==> src/rtl/ring_send_ctrl.sv <==
// Circular FIFO of 32-bit word pairs feeding a single downstream buffer register.
// Exactly one pair is in flight at a time; the next pop waits for buf_ack.
module ring_send_ctrl #(
    parameter int DEPTH = 4
) (
    input  logic                   Clk,
    input  logic                   Reset,
    input  logic                   push,
    input  logic [31:0]            push_a,
    input  logic [31:0]            push_b,
    output logic                   full,
    output logic [$clog2(DEPTH):0] count,
    output logic                   buf_write,
    output logic [31:0]            buf_in_1,
    output logic [31:0]            buf_in_2,
    input  logic                   buf_ack,
    output logic                   busy,
    output logic                   drop_err,
    output logic [1:0]             state_dbg
);

    localparam int PW = $clog2(DEPTH);
    localparam int CW = PW + 1;

    localparam logic [1:0] IDLE     = 2'd0;
    localparam logic [1:0] SEND     = 2'd1;
    localparam logic [1:0] WAIT_ACK = 2'd2;

    logic [63:0]   mem [DEPTH];
    logic [PW-1:0] wr_ptr;
    logic [PW-1:0] rd_ptr;
    logic [1:0]    state;
    logic          push_ok;
    logic          pop;

    // Downstream handshake: buf_write pulses for one cycle when buf_in_1/2 are
    // loaded; the consumer owns that pair until buf_ack is seen in WAIT_ACK.
    // An ack in IDLE or SEND is ignored and not remembered.
    assign full      = (count == CW'(DEPTH));
    assign push_ok   = push && !full;
    assign pop       = (state == IDLE) && (count != '0);
    assign busy      = (state == SEND) || (state == WAIT_ACK);
    assign state_dbg = state;

    // Storage is deliberately left out of reset; only pointers and count matter.
    always_ff @(posedge Clk) begin
        if (!Reset && push_ok) begin
            mem[wr_ptr] <= {push_a, push_b};
        end
    end

    always_ff @(posedge Clk) begin
        if (Reset) begin
            state     <= IDLE;
            wr_ptr    <= '0;
            rd_ptr    <= '0;
            count     <= '0;
            buf_write <= 1'b0;
            buf_in_1  <= '0;
            buf_in_2  <= '0;
            drop_err  <= 1'b0;
        end else begin
            if (push_ok) begin
                wr_ptr <= wr_ptr + PW'(1);
            end
            if (pop) begin
                rd_ptr <= rd_ptr + PW'(1);
            end
            if (push_ok && !pop) begin
                count <= count + CW'(1);
            end else if (!push_ok && pop) begin
                count <= count - CW'(1);
            end
            if (push && full) begin
                drop_err <= 1'b1;
            end

            case (state)
                IDLE: begin
                    if (pop) begin
                        {buf_in_1, buf_in_2} <= mem[rd_ptr];
                        buf_write            <= 1'b1;
                        state                <= SEND;
                    end
                end
                SEND: begin
                    buf_write <= 1'b0;
                    state     <= WAIT_ACK;
                end
                WAIT_ACK: begin
                    if (buf_ack) begin
                        state <= IDLE;
                    end
                end
                default: begin
                    buf_write <= 1'b0;
                    state     <= IDLE;
                end
            endcase
        end
    end

endmodule

==> config.mk <==
export PLATFORM = sky130hd
export DESIGN_NAME = ring_send_ctrl
export DESIGN_NICKNAME = d
export VERILOG_FILES = /design/src/rtl/ring_send_ctrl.sv
export SDC_FILE = /design/constraint.sdc
export NUM_CORES = 1
export LEC_CHECK = 0
export BUFFER_PORTS_ARGS = -buffer_cell sky130_fd_sc_hd__buf_4
export CAP_MARGIN = 20
export CORE_UTILIZATION = 45
export CTS_CLUSTER_DIAMETER = 40
export DETAILED_ROUTE_END_ITERATION = 12
export HOLD_SLACK_MARGIN = 0.02
export SYNTH_ARGS = -nofsm -noshare
export SYNTH_HDL_FRONTEND = slang
export SYNTH_SLANG_ARGS = --single-unit
==> constraint.sdc <==
create_clock -name Clk -period 6.9 [get_ports Clk]
set_input_delay 0.345 -clock Clk [delete_from_list [all_inputs] [get_ports Clk]]
set_output_delay 0.345 -clock Clk [all_outputs]
set_load 0.01 [all_outputs]
Word-level counts from Yosys, hierarchy flattened
Memories as Yosys holds them, arrays and structs flattened. A register that Yosys moved wholly into a read port is not among the register bits.
Cells that the tools add are included.
Widths: inputs -> output; s select.

storage, ports and cells
  register bits after elaboration = 11
  bits in writable memories = 256
  output and inout bits = 73
  memories kept = 1

memory list
  name  words  width  rd ports  clocked after memory_dff  write ports  RTL line  source
  mem   4      64     1         1                         1            29        logic [63:0] mem [DEPTH];

cells by class
  equal/unequal tests = 5
  reductions and logical operators = 17
  bitwise operators = 1
  muxes and demuxes = 9
  add/sub/neg operators = 4

operators with widths
  operator             number
  $logic_and 1x1->1    6
  $mux 3               2
  $pmux 2 s3           1
  $reduce_and 2->1     3
  $add 2x1->2 const B  2
  $logic_not 1->1      4
  $mux 2               2
  $ne 2x2->1 const B   2
  $add 3x1->3 const B  1
  $eq 3x3->1 const B   1
  $mux 1               3
  $reduce_bool 3->1    1
  $sub 3x1->3 const B  1
  $eq 2x1->1 const B   1
  $eq 2x2->1 const B   1
  $logic_not 2->1      1
  $pmux 1 s2           1
  $reduce_bool 2->1    1
  $logic_or 1x1->1     1
  $not 1->1            1

Depth between registers and ports, before layout
  word-level depth = 7
  mapped depth = 9
  depth with buffers taken out = 9

Least setup slack after synthesis
No wires, ideal clock.

  kind = register -> register
  start = register count[0]
  end = memory mem[0][0] (enable)
  clock period less this slack = 2,895 ps
  required time = 6,471 ps
  setup slack = 4,005 ps
  library setup time = 429 ps
  arrival = 2,467 ps
  stages on the path, launching flop included = 4
  cell sequence = dfxtp_1 nor3b_2 nor3_1 and2_1

between the ends
  cells in the longest elaborated chain, start to end = 6

ends and longest elaborated chain
  item                          RTL line  source
  start, declared               12        output logic [$clog2(DEPTH):0] count,
  start signal, assigned        70        count <= count + CW'(1);
  start signal, assigned        72        count <= count - CW'(1);
  $eq 3x3->1                    39        assign full = (count == CW'(DEPTH));
  via full                      11        output logic full,
  $logic_not 1->1               40        assign push_ok = push && !full;
  $logic_and 1x1->1             40
  $logic_and 1x1->1             47        if (!Reset && push_ok) begin
  $mux 1                        47
  $mux 1 (implied by the code)  48        mem[wr_ptr] <= {push_a, push_b};
  end, declared                 29

The timed path passes the listed nets, and every way through them passes these cells.

Worst setup path in the final report
  start = register state[0] (netlist: state_dbg[0])
  end = register buf_in_1[2]

between the ends
  cells in the longest elaborated chain, start to end = 3

ends and longest elaborated chain
  item                            RTL line  source
  start, declared                 32        logic [1:0] state;
  start signal, assigned          54        state <= IDLE;
  start signal, assigned          83        state <= SEND;
  start signal, assigned          88        state <= WAIT_ACK;
  $logic_not 2->1 (*)             41, 78
  $logic_and 1x1->1               41        assign pop = (state == IDLE) && (count != '0);
  $reduce_and 2->1 (no line) (*)  n/a
  end signal, assigned            81        {buf_in_1, buf_in_2} <= mem[rd_ptr];
  end, declared                   14        output logic [31:0] buf_in_1,

Every way passes the cells marked *; elsewhere a longest branch is shown, timed or not.
A chain may end at the register's enable or synchronous reset.

==> results.txt <==
----------------------------------------------------
[Run status]
  Status ... finished clean

[Worst setup path]
  Capturing point of the worst reg2reg path ... buf_in_1[2]
  CP Launch Point ... state_dbg[0]
  Data required, critical path ... 7.36 ns
  Type of origin of the critical path ... flop
  RR Startpoint ... state_dbg[0]
  Worst-case reg-to-reg path depth ... 6
  Critical path arrival ... 3.07 ns
  Slack of the worst reg-to-reg path ... 4.29 ns
  Critical path peak fanout ... 34
  Type of the setup path with the least slack ... reg2reg
  Critical Path Sink Type ... flop

[Global routing]
  Pin count of the biggest net entering global routing ... 66
  Global route total overflow ... 0
  Number of antenna violations at the first check in global routing ... 1
  Number of global-route vias before repair ... 6419
  Wire length of the first global-routing pass ... 35600 microns
  Tot GR Track Use ... 17.9%

[Detailed routing]
  Via-to-Cell Ratio ... 5.29
  Routed via count ... 5984
  Routed wire length ... 23200 microns
  Iteration count of the initial detailed-routing pass ... 5
  Drt initial violations ... 464
  Drc violations ... 0
  Per-cell routed wire length ... 20.5 microns
  Remaining antenna violation count after routing ... 0

[Synthesis]
  Number of flip-flops and latches in the synthesized netlist ... 331
  Cell area after technology mapping ... 0.0118 sq mm
  Top cells by area in the synthesized netlist ... sky130_fd_sc_hd__edfxtp_1 65%, sky130_fd_sc_hd__dfxtp_1 13%, sky130_fd_sc_hd__mux4_2 12%, sky130_fd_sc_hd__a22o_1 4.7%, sky130_fd_sc_hd__ha_1 0.85%
  Mean post-synth cell area ... 21.6 sq um
  Number of synthesized flops with an enable pin ... 256
  Cell types with the highest counts after synthesis ... 256 x sky130_fd_sc_hd__edfxtp_1, 75 x sky130_fd_sc_hd__dfxtp_1, 64 x sky130_fd_sc_hd__a22o_1, 64 x sky130_fd_sc_hd__mux4_2, 13 x sky130_fd_sc_hd__buf_2
  Share of flip-flops with an asynchronous set or reset ... 0%
  Number of distinct library cells after synthesis ... 28
  Gate Count Post-Synth ... 547
  Proportion of netlist area held by the largest area contributor ... 65.1%
  Most repeated cell in the gate-level netlist after synthesis ... sky130_fd_sc_hd__edfxtp_1
  Post-synth top area cell ... sky130_fd_sc_hd__edfxtp_1
  Sequential cell area fraction in the yosys report ... 77.8%
  Yosys warns ... 0
  Dominant register cell in the synthesized netlist ... sky130_fd_sc_hd__edfxtp_1
  Total nets after synthesis ... 624

[Floorplanning]
  Horizontal die dimension ... 164 microns
  Die area ... 0.0269 sq mm
  Top-Level Pins ... 141
  Die Y-Extent ... 164 microns
  Number of cell rows ... 58
  Area of the core ... 0.0255 sq mm
  Starting density of the core ... 46.4%

[Pwr]
  Power density over the cells ... 397 mW/mm^2
  Post-layout power ... 6000 uW
  Leak Pwr ... 0.00533 uW
  Highest ir drop seen on vdd ... 334 uV

[Placed design]
  Hpwl dp ... 11800 microns
  Post-Place Setup Slack ... 4.28 ns
  Weighted congestion reported at the end of routability-driven placement ... 0.724
  Count of input and output buffers ... 140
  Dpl cell area ... 0.0131 sq mm

[STA]
  Period utilisation layout ... 37.9%
  Max Clk Rate ... 383 MHz
  Slew HR ... 28.1%
  Final setup violation count ... 0
  Final clock skew ... 0.0214 ns
  RSZ-0062 raised after global routing ... no
  Final count of pins violating max slew ... 0
  Clock period minus final worst setup slack ... 2.61 ns
  Final setup TNS ... 0 ns
  Hold Fails Final Rpt ... 0
  Post-route worst setup slack ... 4.29 ns
  Worst-margin pin slew ... 1.08 ns

[Cells and area]
  Fillers ... 1920
  Summed area of non-filler cells in the final layout ... 0.0151 sq mm
  Fraction of final layout cells sized beyond drive strength 1 ... 35.8%
  Area added between synthesis and finish ... 27.9%
  Fin nets ... 843

[Clock network]
  Clock Latency Late Sink ... 0.53 ns
  Total number of clock tree sinks ... 331
  Count of H-tree levels built during CTS ... 2
  CTS Buf Count ... 43
  Clock-pin slew of the registers on the worst-case setup and hold paths ... 0.06 ns
  Longest Clk Path Bufs ... 3
  CTS tree ... built
  Setup bufs post-CTS ... 0
  CTS root buf ... sky130_fd_sc_hd__clkbuf_16

[Min path]
  Worst hold endpoint ... mem[3][25]
  Hold Crit Depth ... 1
  Startpoint of the most critical hold path ... push_b[25]
  Class of the worst hold path ... in2reg

[Flow run]
  Max_cap viols ... 0

----------------------------------------------------
## cells in the final DEF, fill, tap and decap left out, types with 2 or more instances in the layout
master,count
sky130_fd_sc_hd__nor3_1,3
sky130_fd_sc_hd__edfxtp_1,256
sky130_fd_sc_hd__o21ai_0,4
sky130_fd_sc_hd__a21oi_1,6
sky130_fd_sc_hd__inv_6,3
sky130_fd_sc_hd__mux4_2,64
sky130_fd_sc_hd__clkinv_4,3
sky130_fd_sc_hd__xor2_1,4
sky130_fd_sc_hd__clkinv_1,5
sky130_fd_sc_hd__inv_1,7
sky130_fd_sc_hd__dfxtp_4,2
sky130_fd_sc_hd__nor2_1,8
sky130_fd_sc_hd__clkbuf_1,6
sky130_fd_sc_hd__nand2b_1,2
sky130_fd_sc_hd__a22o_1,64
sky130_fd_sc_hd__bufinv_16,2
sky130_fd_sc_hd__clkinv_2,6
sky130_fd_sc_hd__and2_4,4
sky130_fd_sc_hd__buf_4,143
sky130_fd_sc_hd__dlygate4sd3_1,59
sky130_fd_sc_hd__clkbuf_16,44
sky130_fd_sc_hd__clkinvlp_4,8
sky130_fd_sc_hd__mux2i_1,2
sky130_fd_sc_hd__or3_1,2
sky130_fd_sc_hd__dfxtp_1,73
sky130_fd_sc_hd__ha_1,8
## stage by stage
step,std cells,util [%],hold slack [ns]
finish,1132,59.3,0.0383
global route,1132,59.3,0.0220
CTS,1131,59.3,0.0205
detailed placement,992,51.6,0.462
global placement,992,51.6,0.455
floorplan,547,-,0.444
## registers in the layout, indices dropped and copies added (netlist names)
signal / count
buf_in_1: 32
buf_in_2: 32
buf_write: 1
count: 3
drop_err: 1
mem: 256
rd_ptr: 2
state_dbg: 2
wr_ptr: 2
## metal layers
metal | global-route usage [%] | vias to the layer above | wire (microns)
met5 | 0 | - | 0
met4 | 5.18 | 0 | 405
met3 | 4.09 | 43 | 1300
met2 | 29.4 | 160 | 11300
met1 | 23.9 | 3075 | 10200
li1 | - | 2706 | -
## cells by family (layout without fill, tap and decap cells)
group                    count (synthesis)  count (layout)  synth area share [%]
flip-flops                             331             331                  77.8
XOR/XNOR                                 4               4                 0.296
adder cells (fa/ha/maj)                  9               9                  1.02
other                                    0               1                     0
multiplexers                            66              66                  12.4
buffers and inverters                   35             289                  1.85
AND/OR/NAND/NOR                         25              25                  1.22
AO/OA/AOI/OAI                           77              77                  5.49
## worst max-delay path by stage
| stage | to |
|---|---|
| 6_report | buf_in_1[2] |
| 5_1_grt | buf_in_1[6] |
| 4_1_cts | buf_in_1[6] |
| 3_5_place_dp | buf_in_1[30] |
| 3_3_place_gp | buf_in_1[30] |
| 2_1_floorplan | mem[0][0] |
## power by group
| group | internal, uW | switching, uW |
|---|---|---|
| Combinational | 688 | 576 |
| Sequential | 2420 | 233 |
| Clock | 1270 | 824 |
| Total | 4370 | 1630 |
## cell type report
cell class | instances | area (sq um) | area share, %
tap | 330 | 413 | 2.73
clock inverter | 29 | 249 | 1.65
multi-input combinational | 181 | 2430 | 16.1
clock buffer | 51 | 1140 | 7.52
inverter | 7 | 26.3 | 0.174
timing repair buffer | 202 | 1660 | 11.0
sequential | 331 | 9200 | 60.8
antenna | 1 | 2.50 | 0.0166
## timing repair
action / 4_1_cts / 5_1_grt
endpoints found under the setup margin: 0 / 0
endpoints found under the hold margin: 226 / 0
gates resized for setup: 0 / 0
hold buffers: 59 / 0
## worst max-delay path, stage by stage (launching register included)
cell,delay [ns]
sky130_fd_sc_hd__dfxtp_1,0.34
sky130_fd_sc_hd__inv_1,0.11
sky130_fd_sc_hd__ha_1,0.34
sky130_fd_sc_hd__o31ai_2,0.18
sky130_fd_sc_hd__nor2_4,0.79
sky130_fd_sc_hd__buf_4,0.56
sky130_fd_sc_hd__a22o_1,0.20
Note: power is estimated with default switching activity, not from simulation.
